<file path="config.mk">
export PLATFORM = sky130hd
export DESIGN_NAME = alu_arbiter
export DESIGN_NICKNAME = d
export VERILOG_FILES = /design/src/rtl/alu_arbiter.sv
export SDC_FILE = /design/constraint.sdc
export NUM_CORES = 1
export LEC_CHECK = 0
export ABC_AREA = 0
export CAP_MARGIN = 20
export CORE_MARGIN = 2
export CORE_UTILIZATION = 35
export DETAILED_ROUTE_END_ITERATION = 8
export GPL_TIMING_DRIVEN = 0
export SYNTH_ARGS = -nofsm -noshare
export SYNTH_HDL_FRONTEND = slang
export SYNTH_SLANG_ARGS = --single-unit
</file>
<file path="constraint.sdc">
create_clock -name clk -period 1.6 [get_ports clk]
set_input_delay 0.32 -clock clk [delete_from_list [all_inputs] [get_ports clk]]
set_output_delay 0.32 -clock clk [all_outputs]
set_load 0.05 [all_outputs]
</file>
<file path="src/rtl/alu_arbiter.sv">
// alu_arbiter: two-requester round-robin arbiter and sequencer in front of one shared ALU.
// Build option ALU_ARB_OPCHECK_EN: when defined, ops not set in LEGAL_OPS return resp_err=1 with a zero result and zero flags.
//
// ALU ports:
//   a, b      in  n  operands
//   alu_ctrl  in  4  operation code (0 add, 1 sub, 2 and, 3 or, 4 xor, 5 not a)
//   result    out n  result
//   z,nf,v,c  out 1  zero, negative, signed overflow, carry/borrow
//
// alu_arbiter ports:
//   clk, rst_n                  clock, synchronous active-low reset
//   req_valid/req_ready [1:0]   per-requester request handshake
//   req_a0/req_b0/req_op0       requester 0 operands and ALU control
//   req_a1/req_b1/req_op1       requester 1 operands and ALU control
//   resp_valid/resp_ready [1:0] per-requester response handshake
//   resp_result, resp_flags     registered result and {Z,N,V,C}
//   resp_err                    illegal-op indication

module ALU #(
    parameter int n = 3
) (
    input  logic [n-1:0] a,
    input  logic [n-1:0] b,
    input  logic [3:0]   alu_ctrl,
    output logic [n-1:0] result,
    output logic         z,
    output logic         nf,
    output logic         v,
    output logic         c
);

    logic [n:0] sum;
    logic [n:0] diff;

    assign sum  = {1'b0, a} + {1'b0, b};
    assign diff = {1'b0, a} - {1'b0, b};

    always_comb begin
        result = '0;
        v      = 1'b0;
        c      = 1'b0;
        case (alu_ctrl)
            4'd0: begin
                result = sum[n-1:0];
                c      = sum[n];
                v      = (a[n-1] ~^ b[n-1]) & (sum[n-1] ^ a[n-1]);
            end
            4'd1: begin
                // c is the borrow out of a - b
                result = diff[n-1:0];
                c      = diff[n];
                v      = (a[n-1] ^ b[n-1]) & (diff[n-1] ^ a[n-1]);
            end
            4'd2: result = a & b;
            4'd3: result = a | b;
            4'd4: result = a ^ b;
            4'd5: result = ~a;
            default: result = '0;
        endcase
    end

    assign z  = (result == '0);
    assign nf = result[n-1];

endmodule

module alu_arbiter #(
    parameter int          n         = 3,
    parameter logic [15:0] LEGAL_OPS = 16'h003F
) (
    input  logic         clk,
    input  logic         rst_n,
    input  logic [1:0]   req_valid,
    output logic [1:0]   req_ready,
    input  logic [n-1:0] req_a0,
    input  logic [n-1:0] req_b0,
    input  logic [3:0]   req_op0,
    input  logic [n-1:0] req_a1,
    input  logic [n-1:0] req_b1,
    input  logic [3:0]   req_op1,
    output logic [1:0]   resp_valid,
    input  logic [1:0]   resp_ready,
    output logic [n-1:0] resp_result,
    output logic [3:0]   resp_flags,
    output logic         resp_err
);

    typedef enum logic [1:0] {
        IDLE,
        EXEC,
        RESP
    } state_t;

    state_t state_q;
    state_t state_d;

    logic         sel;
    logic         take;
    logic         last;
    logic         gnt;
    logic [n-1:0] op_a;
    logic [n-1:0] op_b;
    logic [3:0]   op_c;
    logic [n-1:0] sel_a;
    logic [n-1:0] sel_b;
    logic [3:0]   sel_op;

    logic [n-1:0] alu_result;
    logic         alu_z;
    logic         alu_n;
    logic         alu_v;
    logic         alu_c;
    logic         exec_bad;

    // Round-robin: a lone request wins; on a tie the one not served last wins.
    always_comb begin
        sel = 1'b0;
        case (req_valid)
            2'b01:   sel = 1'b0;
            2'b10:   sel = 1'b1;
            2'b11:   sel = ~last;
            default: sel = 1'b0;
        endcase
    end

    assign sel_a  = sel ? req_a1  : req_a0;
    assign sel_b  = sel ? req_b1  : req_b0;
    assign sel_op = sel ? req_op1 : req_op0;

    always_comb begin
        state_d   = state_q;
        req_ready = 2'b00;
        take      = 1'b0;
        case (state_q)
            IDLE: begin
                if (|req_valid) begin
                    req_ready[sel] = 1'b1;
                    take           = 1'b1;
                    state_d        = EXEC;
                end
            end
            EXEC: state_d = RESP;
            RESP: begin
                if (resp_ready[gnt]) begin
                    state_d = IDLE;
                end
            end
            default: state_d = IDLE;
        endcase
    end

    always_ff @(posedge clk) begin
        if (!rst_n) begin
            state_q <= IDLE;
        end else begin
            state_q <= state_d;
        end
    end

    // The ALU only ever sees the latched operands, so requesters may
    // change their inputs as soon as the request handshake completes.
    ALU #(.n(n)) u_alu (
        .a        (op_a),
        .b        (op_b),
        .alu_ctrl (op_c),
        .result   (alu_result),
        .z        (alu_z),
        .nf       (alu_n),
        .v        (alu_v),
        .c        (alu_c)
    );

`ifdef ALU_ARB_OPCHECK_EN
    logic op_bad_q;
    logic err_q;

    always_ff @(posedge clk) begin
        if (!rst_n) begin
            op_bad_q <= 1'b0;
            err_q    <= 1'b0;
        end else begin
            if (take) begin
                op_bad_q <= ~LEGAL_OPS[sel_op];
            end
            if (state_q == EXEC) begin
                err_q <= op_bad_q;
            end
        end
    end

    assign exec_bad = op_bad_q;
    assign resp_err = err_q;
`else
    logic unused_legal;

    assign unused_legal = ^LEGAL_OPS;
    assign exec_bad     = 1'b0;
    assign resp_err     = 1'b0;
`endif

    always_ff @(posedge clk) begin
        if (!rst_n) begin
            last        <= 1'b1;
            gnt         <= 1'b0;
            op_a        <= '0;
            op_b        <= '0;
            op_c        <= '0;
            resp_valid  <= 2'b00;
            resp_result <= '0;
            resp_flags  <= '0;
        end else begin
            if (take) begin
                op_a <= sel_a;
                op_b <= sel_b;
                op_c <= sel_op;
                gnt  <= sel;
                last <= sel;
            end
            if (state_q == EXEC) begin
                // An illegal op still spends its EXEC cycle but reports zeros.
                resp_result <= exec_bad ? '0 : alu_result;
                resp_flags  <= exec_bad ? 4'b0000
                                        : {alu_z, alu_n, alu_v, alu_c};
                resp_valid  <= gnt ? 2'b10 : 2'b01;
            end
            if (state_q == RESP && resp_ready[gnt]) begin
                resp_valid <= 2'b00;
            end
        end
    end

endmodule

</file>
==> results of run 1 <==
-- final timing paths --
check,start,to
min reg2reg,resp_flags[1],resp_flags[1]
min,resp_flags[1],resp_flags[1]
max reg2reg,op_a[0],resp_flags[3]
max,op_a[0],resp_flags[3]
-- critical path: stages (launching register included) --
cell,delay (ns)
dfxtp_4,0.38
inv_4,0.04
ha_4,0.15
inv_2,0.05
fa_2,0.41
mux2_4,0.27
nand2_2,0.06
o211ai_2,0.10
nor2_1,0.11
a31o_1,0.13
-- report_power, final --
| group | switching, mW | internal [mW] |
|---|---|---|
| registers | 0.0843 | 0.613 |
| clock network | 0.183 | 0.334 |
| logic | 0.386 | 0.326 |
-- cell type report --
| cell class | instances | area (µm²) |
|---|---|---|
| Clock inverter | 1 | 30.0 |
| Multi-Input combinational cell | 112 | 906 |
| Timing Repair Buffer | 40 | 382 |
| Sequential cell | 22 | 455 |
| Tap cell | 48 | 60.1 |
| Clock buffer | 3 | 41.3 |
| Inverter | 14 | 55.1 |
| Fill cell | 349 | 1750 |
| Buffer | 8 | 60.1 |
-- cells by family after synthesis --
logic type | count (synthesis) | share of synthesized area
xor gates and xnor gates | 3 | 0.0189
other | 1 | 0.00269
muxes | 15 | 0.110
buffers and inverters | 22 | 0.0781
and+or+nand+nor | 41 | 0.149
AOI/OAI and AO/OA | 41 | 0.216
adders and majority gates | 11 | 0.110
DFF | 22 | 0.316
-- cell usage in the layout, fill, tap and decap left out, types with 2 or more instances in the layout --
master / Yosys / layout
nand2_1: 12 / 11
buf_6: 2 / 3
dfxtp_2: 0 / 3
ha_2: 0 / 2
dfxtp_4: 0 / 3
o211ai_1: 2 / 2
dlygate4sd2_1: 0 / 9
inv_2: 1 / 2
ha_1: 9 / 6
mux2i_1: 13 / 13
buf_2: 3 / 3
dfxtp_1: 22 / 16
o21ai_1: 2 / 2
clkdlybuf4s50_1: 0 / 23
o21a_1: 2 / 2
buf_4: 2 / 6
nor2_1: 16 / 14
clkdlybuf4s15_1: 0 / 2
fa_2: 0 / 2
a21oi_2: 2 / 3
clkbuf_8: 0 / 3
a21oi_1: 9 / 8
inv_1: 12 / 10
nand3_1: 2 / 2
nor2b_1: 5 / 5
a211oi_1: 11 / 11
-- layer usage --
metal	vias up	part of all wire
li1	628	-
met1	556	0.45
met2	35	0.49
met3	6	0.046
met4	0	0.014
met5	-	0
-- registers in the layout, indices dropped and copies added, names as in the netlist --
name         flops
resp_valid       2
resp_result      2
op_b             3
gnt              1
op_a             3
op_c             4
resp_flags       4
state_q          2
last             1
-- timing repair --
action                                 in CTS  in global routing
buffers inserted                            3                  1
pin swaps                                   1                  2
endpoints found under the hold margin       0                  0
setup endpoints to repair                  20                 14
resized for setup                          33                 13
hold buffers                                0                  0
-- stage by stage --
stage,std cells,TNS [ns]
3_3_place_gp,240,-4.15
4_1_cts,247,-0.501
5_1_grt,248,-1.58
6_report,248,-0.395
3_5_place_dp,240,-4.93
2_1_floorplan,156,-0.0521
==> impl_metrics.csv, run 1 <==
group,metric,value,unit
run_status,outcome,"finished with violations",
run_status,violations,"negative setup slack",
timing,period_share,1.08,
synthesis,ys_ff_latch,22,
die,die_height,67.1,µm
job,cap_viol_max_count,0,
final_layout,final_util,0.531,
routing,drc_errors,0,
hold_path,hold_depth,2,
final_layout,final_layout_size_suffix_gt1_frac,0.235,
routing,wl_per_cell,13.0,µm
routing,drt_iter0_markers,65,
pwr,irDropWorstVdd,405,µV
synthesis,yosysMostFrequentCell,"dfxtp_1",
timing,setup_viol,8,
die,pin_count,38,
timing,max_freq,576,MHz
grt,grt_max_degree,14,
timing,rsz0062_at_grt,"yes",
synthesis,synth_warnings,0,
hold_path,min_path_type,"reg2reg",
synthesis,netlist_top_cells_area,"dfxtp_1 32%, mux2i_1 9.3%, ha_1 8.1%",
critical_path,path_max_fanout,3,
clocking,insertion_delay,0.26,ns
place,portBuffers,36,
grt,grt_pass1_wl,5410,µm
synthesis,synthArstFlopShare,0,
synthesis,syn_area,1390,µm²
clocking,clkSinkCount,22,
final_layout,diodes,0,
synthesis,ys_types,43,
routing,ant_nets,0,
grt,grt_use_met2,0.267,
pwr,p_leak,0.843,nW
clocking,tritoncts,"yes",
grt,grt_usage,0.159,
grt,grt_use_met1,0.208,
clocking,numCtsBuffers,3,
timing,drv_slew,0,
synthesis,synth_edf_count,0,
synthesis,synth_nets,193,
grt,use_met3,0.0253,
die,initial_core_util,0.372,
die,rows,22,
critical_path,reg2reg_slack,-0.13,ns
timing,worstMarginPinSlew,0.550,ns
place,dp_hpwl,2450,µm
timing,holdWs,0.457,ns
final_layout,area.growth.synth_to_final,42.7,%
clocking,root_buffer,"clkbuf_8",
die,die_x,67.1,µm
grt,first_global_vias,1194,
critical_path,cp.arrival,1.95,ns
routing,vias_per_cell,4.94,
timing,slew_headroom,0.633,
clocking,htreeDepth,1,
routing,wl,3220,µm
pwr,p_total,1.93,mW
routing,routed-via-count,1225,
timing,finalHoldViolCount,0,
place,gp_congestion,0.946,
grt,grt_overflow,0,
synthesis,synth_top_cell_by_area,"dfxtp_1",
routing,dr.pass1.iters,4,
die,core_area,3740,µm²
grt,grt-busiest-layer,"met2",
pwr,powerDensity,969,nW/µm²
critical_path,required,1.81,ns
critical_path,r2r.worst_path.cells,9,
synthesis,ys_seq_area_frac,0.316,
grt,antenna_found_initial,0,
timing,layout_setup_ws,-0.135,ns
place,dp_slack,-0.959,ns
synthesis,synthFlopType,"dfxtp_1",
clocking,ctsLongestPathBuffers,2,
synthesis,synth_commonest_cells,"22 x dfxtp_1, 16 x nor2_1, 13 x mux2i_1",
clocking,clk_pin_slew,0.08,ns
final_layout,final_nets,238,
die,dieArea,4500,µm²
timing,fin_crit,1.73,ns
final_layout,stdcell_area,1990,µm²
critical_path,critPathKind,"reg2reg",
synthesis,yosysTopAreaCellShare,0.316,
synthesis,syn_inst,156,
critical_path,cp-end-kind,"register",
synthesis,syn_avg_cell_area,8.93,µm²
timing,finClkSkew,0.00654,ns
place,dpl_cell_area,1840,µm²
critical_path,startpoint_type,"register",
(Power assumes the default switching activity.)
==> run 2, diff against run 1 <==
--- a/config.mk
+++ b/config.mk
@@ -6,7 +6,7 @@
 export NUM_CORES = 1
 export LEC_CHECK = 0
 export ABC_AREA = 0
-export CAP_MARGIN = 20
+export CAP_MARGIN = 30
 export CORE_MARGIN = 2
 export CORE_UTILIZATION = 35
 export DETAILED_ROUTE_END_ITERATION = 8
==> constraint.sdc (replaced) <==
create_clock -name clk -period 2.2 [get_ports clk]
set_input_delay 0.33 -clock clk [delete_from_list [all_inputs] [get_ports clk]]
set_output_delay 0.33 -clock clk [all_outputs]
set_load 0.05 [all_outputs]
==> run 2 against run 1 <==
The flow now finishes without violations. Via count shrank 4.0%. Critical path depth is 4 lower. Combinational power down 33%. First-iteration DRC count down 25%. Hold slack better by 0.00056 ns. Cell count fell by 1.6%. Non-clock buffer count is 4 lower. Wire length shrank 7.8%. Clock-buffer cell count stayed put. Critical path type is now in2out. Largest power group is now sequential cells. Highest routed layer unchanged.
==> impl_metrics.csv, run 2 (synthesized netlist as in run 1, its figures left out) <==
group,metric,value,unit
run_status,outcome,"complete, no violations",
final_layout,area.growth.synth_to_final,34.8,%
timing,fin_crit,2.10,ns
final_layout,diodes,0,
routing,ant_nets,0,
routing,drc_errors,0,
timing,max_freq,476,MHz
final_layout,reg_top3,"op_c x4, resp_flags x4",
final_layout,multi_input_area,845,µm²
place,gp_congestion,0.897,
clocking,tritoncts,"yes",
grt,grt_use_met1,0.191,
routing,vias_per_cell,4.82,
critical_path,critPathSlowestCell,"clkdlybuf4s50_1",
critical_path,cp-end-kind,"output port",
critical_path,startpoint_type,"input port",
clocking,clkSinkCount,22,
routing,wl,2970,µm
timing,finalHoldViolCount,0,
timing,rsz0062_at_grt,"no",
critical_path,required,1.87,ns
clocking,clk_pin_slew,0.08,ns
die,die_x,67.1,µm
grt,grt-busiest-layer,"met2",
final_layout,fin_cells,244,
grt,grt_use_met2,0.251,
grt,first_global_vias,1178,
critical_path,worstPathCellList,"clkdlybuf4s50_1 -> a21boi_2 -> buf_6 -> nor2_1 -> dlygate4sd2_1",
place,dpl.cell_count,240,
timing,layout_setup_ws,0.0978,ns
die,core_area,3740,µm²
grt,grt_overflow,0,
grt,antenna_found_initial,0,
die,rows,22,
critical_path,path_max_fanout,10,
timing,slew_headroom,0.663,
routing,drt_iter0_markers,49,
clocking,cts_setup_buffers,0,
grt,use_met3,0.0152,
place,dp_hpwl,2460,µm
routing,dr.pass1.iters,4,
critical_path,cpPeakStageDelay,0.49,ns
critical_path,cp.arrival,1.77,ns
place,portBuffers,36,
clocking,insertion_delay,0.26,ns
job,cap_viol_max_count,0,
timing,setup_viol,0,
pwr,p_leak,0.768,nW
die,pin_count,38,
place,dp_slack,-0.384,ns
final_layout,final_cell_mix,"34 x clkdlybuf4s50_1, 22 x dfxtp_1, 16 x nor2_1",
grt,grt_usage,0.148,
final_layout,seq_area,440,µm²
timing,period_share,0.956,
clocking,numCtsBuffers,3,
timing,finClkSkew,0.00336,ns
hold_path,min_path_type,"reg2reg",
timing,worstMarginPinSlew,0.503,ns
final_layout,final_nets,234,
clocking,root_buffer,"clkbuf_8",
pwr,irDropWorstVdd,342,µV
die,die_height,67.1,µm
die,initial_core_util,0.372,
critical_path,critPathKind,"in2out",
timing,drv_slew,0,
clocking,htreeDepth,1,
grt,grt_max_degree,14,
clocking,postCtsHoldBufs,0,
routing,wl_per_cell,12.2,µm
final_layout,fillers,379,
final_layout,final_util,0.502,
final_layout,final_common_cell,"clkdlybuf4s50_1",
pwr,powerDensity,716,nW/µm²
clocking,ctsLongestPathBuffers,2,
routing,routed-via-count,1176,
final_layout,final_layout_size_suffix_gt1_frac,0.117,
grt,grt_pass1_wl,5140,µm
die,dieArea,4500,µm²
==> run 2: timing repair <==
| item | CTS | global route |
|---|---|---|
| hold endpoints to repair | 0 | 0 |
| cloned | 0 | 0 |
| endpoints found under the setup margin | 2 | 1 |
| gates resized for setup | 4 | 2 |
==> run 2: cell type report <==
| class | instances | area share |
|---|---|---|
| inverters | 14 | 0.0280 |
| clock inverters | 1 | 0.0160 |
| repair buffers | 36 | 0.188 |
| clock buffers | 3 | 0.0220 |
| multi-input cells | 112 | 0.449 |
| well taps | 48 | 0.0320 |
| plain buffers | 8 | 0.0300 |
| flip-flops and latches | 22 | 0.234 |
==> run 2: metal layers <==
layer  part of all wire  wire length, µm
met5                  0                0
met4              0.017               50
met3              0.034              100
met2               0.48             1430
met1               0.47             1390
==> run 2: per-stage QoR <==
step,power [mW],hold WS [ns],cell area [µm²],TNS [ns]
2_1_floorplan,0.838,0.448,1390,0
5_1_grt,1.43,0.489,1880,0
3_5_place_dp,0.992,0.448,1810,-0.565
3_3_place_gp,0.978,0.445,1810,-0.549
6_report,1.34,0.457,1880,0
4_1_cts,1.36,0.460,1890,0
==> run 2: worst max-delay path, delay by kind of cell <==
kind            cells  cell delay, ns
compound gates      1            0.26
buf+inv             3            1.12
simple gates        1            0.06
==> run 2: path summary, 6_finish.rpt <==
check,start,cells after the start,end,slack [ns]
worst max-delay path,req_valid[1],5,req_ready[0],0.1
worst min-delay path,resp_flags[1],2,resp_flags[1],0.46
worst max register to register,op_a[0],9,resp_flags[3],0.30
worst min register to register,resp_flags[1],2,resp_flags[1],0.46
==> run 2: report_power, final <==
| group | leakage (nW) | internal, mW | switching, mW |
|---|---|---|---|
| registers | 0.182 | 0.443 | 0.0535 |
| logic | 0.551 | 0.214 | 0.264 |
| clock network | 0.0357 | 0.243 | 0.128 |
==> run 3, diff against run 2 <==
--- a/config.mk
+++ b/config.mk
@@ -10,7 +10,6 @@
 export CORE_MARGIN = 2
 export CORE_UTILIZATION = 35
 export DETAILED_ROUTE_END_ITERATION = 8
-export GPL_TIMING_DRIVEN = 0
 export SYNTH_ARGS = -nofsm -noshare
 export SYNTH_HDL_FRONTEND = slang
 export SYNTH_SLANG_ARGS = --single-unit
==> run 3 against run 2 <==
Clock-buffer cell count unchanged. Register-to-register slack better by 0.05 ns. Critical path depth up 4. Global-route usage down 0.36 points. Critical endpoint is now resp_flags[3].
==> impl_metrics.csv, run 3 (synthesized netlist as in run 1, its figures left out) <==
group,metric,value,unit
grt,grt_overflow,0,
place,dpl_cell_area,1800,µm²
final_layout,final_layout_size_suffix_gt1_frac,0.109,
critical_path,path_max_fanout,3,
final_layout,final_nets,230,
critical_path,crit_start,"op_a[0]",
final_layout,reg_top3,"op_c x4, resp_flags x4",
grt,grt_pass1_wl,5020,µm
pwr,p_clk_frac,0.278,
critical_path,r2r_start,"op_a[0]",
final_layout,final_cell_mix,"34 x clkdlybuf4s50_1, 22 x dfxtp_1, 16 x nor2_1",
routing,routed-via-count,1169,
critical_path,crit_end,"resp_flags[3]",
routing,ant_nets,0,
clocking,post_cts_resize_count,0,
clocking,cts_setup_buffers,0,
pwr,p_leak,0.754,nW
timing,worstMarginPinSlew,0.506,ns
final_layout,diodes,0,
die,die_height,67.1,µm
critical_path,cp.arrival,2.01,ns
place,dp_hpwl,2360,µm
critical_path,reg2reg_slack,0.35,ns
die,pin_count,38,
die,dieArea,4500,µm²
die,rows,22,
timing,drv_slew,0,
die,core_area,3740,µm²
final_layout,stdcell_area,1870,µm²
routing,dr.pass1.iters,6,
routing,drt_iter0_markers,58,
timing,fin_crit,1.85,ns
die,initial_core_util,0.372,
run_status,outcome,"complete, no violations",
timing,tns,0,ns
grt,first_global_vias,1154,
critical_path,worstPathCellList,"inv_1 -> ha_1 -> inv_1 -> fa_1 -> nor2b_4 -> a21oi_2 -> xnor2_1 -> a21oi_2 -> a31o_1",
grt,grt_max_degree,21,
final_layout,final_util,0.499,
final_layout,final_common_cell,"clkdlybuf4s50_1",
timing,rsz0062_at_grt,"no",
routing,wl,2940,µm
clocking,clk_pin_slew,0.08,ns
timing,slew_headroom,0.657,
critical_path,critPathSlowestCell,"fa_1",
die,die_x,67.1,µm
pwr,powerDensity,719,nW/µm²
pwr,power.internal,0.900,mW
timing,finClkSkew,0.00750,ns
timing,max_freq,540,MHz
timing,period_share,0.841,
final_layout,area.growth.synth_to_final,33.9,%
place,gp_congestion,0.806,
critical_path,cp-end-kind,"register",
hold_path,min_path_type,"reg2reg",
critical_path,r2r.worst_path.cells,9,
clocking,numCtsBuffers,3,
routing,wl_per_cell,12.2,µm
pwr,p_sw_frac,0.330,
pwr,irDropWorstVdd,233,µV
pwr,p_sw,0.443,mW
clocking,insertion_delay,0.26,ns
clocking,root_buffer,"clkbuf_8",
critical_path,startpoint_type,"register",
critical_path,required,2.36,ns
clocking,ctsLongestPathBuffers,2,
clocking,clkSinkCount,22,
critical_path,critPathKind,"reg2reg",
timing,finalHoldViolCount,0,
clocking,tritoncts,"yes",
grt,antenna_found_initial,0,
clocking,htreeDepth,1,
place,dpl.cell_count,236,
critical_path,cpPeakStageDelay,0.43,ns
final_layout,fin_cells,240,
grt,grt_usage,0.145,
routing,drc_errors,0,
routing,vias_per_cell,4.87,
place,portBuffers,36,
timing,setup_viol,0,
critical_path,reg2reg_to,"resp_flags[3]",
job,cap_viol_max_count,0,
clocking,postCtsHoldBufs,0,
pwr,power_frac_comb,0.349,
pwr,seqPwrFrac,0.373,
[run 3: cell count changes in the layout (fill, tap and decap cells not counted)]
| cell | change |
|---|---|
| buf_2 | -4 |
| buf_4 | +3 |
| buf_6 | -2 |
| buf_1 | -1 |
| buf_12 | +1 |
| dlygate4sd2_1 | -1 |
[run 3: through the flow]
| stage | worst slack (ns) | hold slack (ns) | total power, mW |
|---|---|---|---|
| 4_1_cts | 0.349 | 0.462 | 1.36 |
| 5_1_grt | 0.251 | 0.485 | 1.43 |
| 2_1_floorplan | 0.473 | 0.448 | 0.838 |
| 6_report | 0.350 | 0.459 | 1.34 |
| 3_5_place_dp | 0.351 | 0.450 | 0.981 |
| 3_3_place_gp | 0.405 | 0.445 | 0.970 |
[run 3: worst min path at each step]
stage / startpoint / end / slack [ns] / depth (start not counted)
after floorplan: rst_n / state_q[1] / 0.45 / 1
after global placement: resp_flags[1] / resp_flags[1] / 0.45 / 2
after detailed placement: resp_flags[0] / resp_flags[0] / 0.45 / 2
after CTS: resp_flags[0] / resp_flags[0] / 0.46 / 2
after global routing: resp_flags[0] / resp_flags[0] / 0.49 / 2
final: resp_flags[1] / resp_flags[1] / 0.46 / 2
[run 3: cell type report]
cell class	count	area [µm²]
fill	361	1880
multi-input combinational	112	845
sequential	22	440
timing repair buffer	40	398
tap	48	60.1
inverter	14	52.6
clock buffer	3	41.3
clock inverter	1	30.0
[run 3: worst max-delay path, delay by kind of cell, from the launching register on]
family / cells / cell delay [ns]
AO/OA/AOI/OAI: 3 / 0.35
XOR/XNOR: 1 / 0.18
adder cells (fa/ha/maj): 2 / 0.61
buffers and inverters: 2 / 0.16
flip-flops: 1 / 0.33
AND/OR/NAND/NOR: 1 / 0.14
[run 3: metal layers]
metal,global-route usage,vias up,share of wire
li1,-,614,-
met1,0.184,525,0.47
met2,0.249,28,0.49
met3,0.0186,2,0.032
met4,0.0536,0,0.012
met5,0,-,0
[run 3: power by group through the flow]
stage	sequential (mW)	combinational (mW)	clock (mW)
detailed placement	0.510	0.472	0
global route	0.509	0.517	0.399
finish	0.501	0.469	0.373
CTS	0.501	0.473	0.381
floorplan	0.541	0.296	0
global placement	0.507	0.462	0
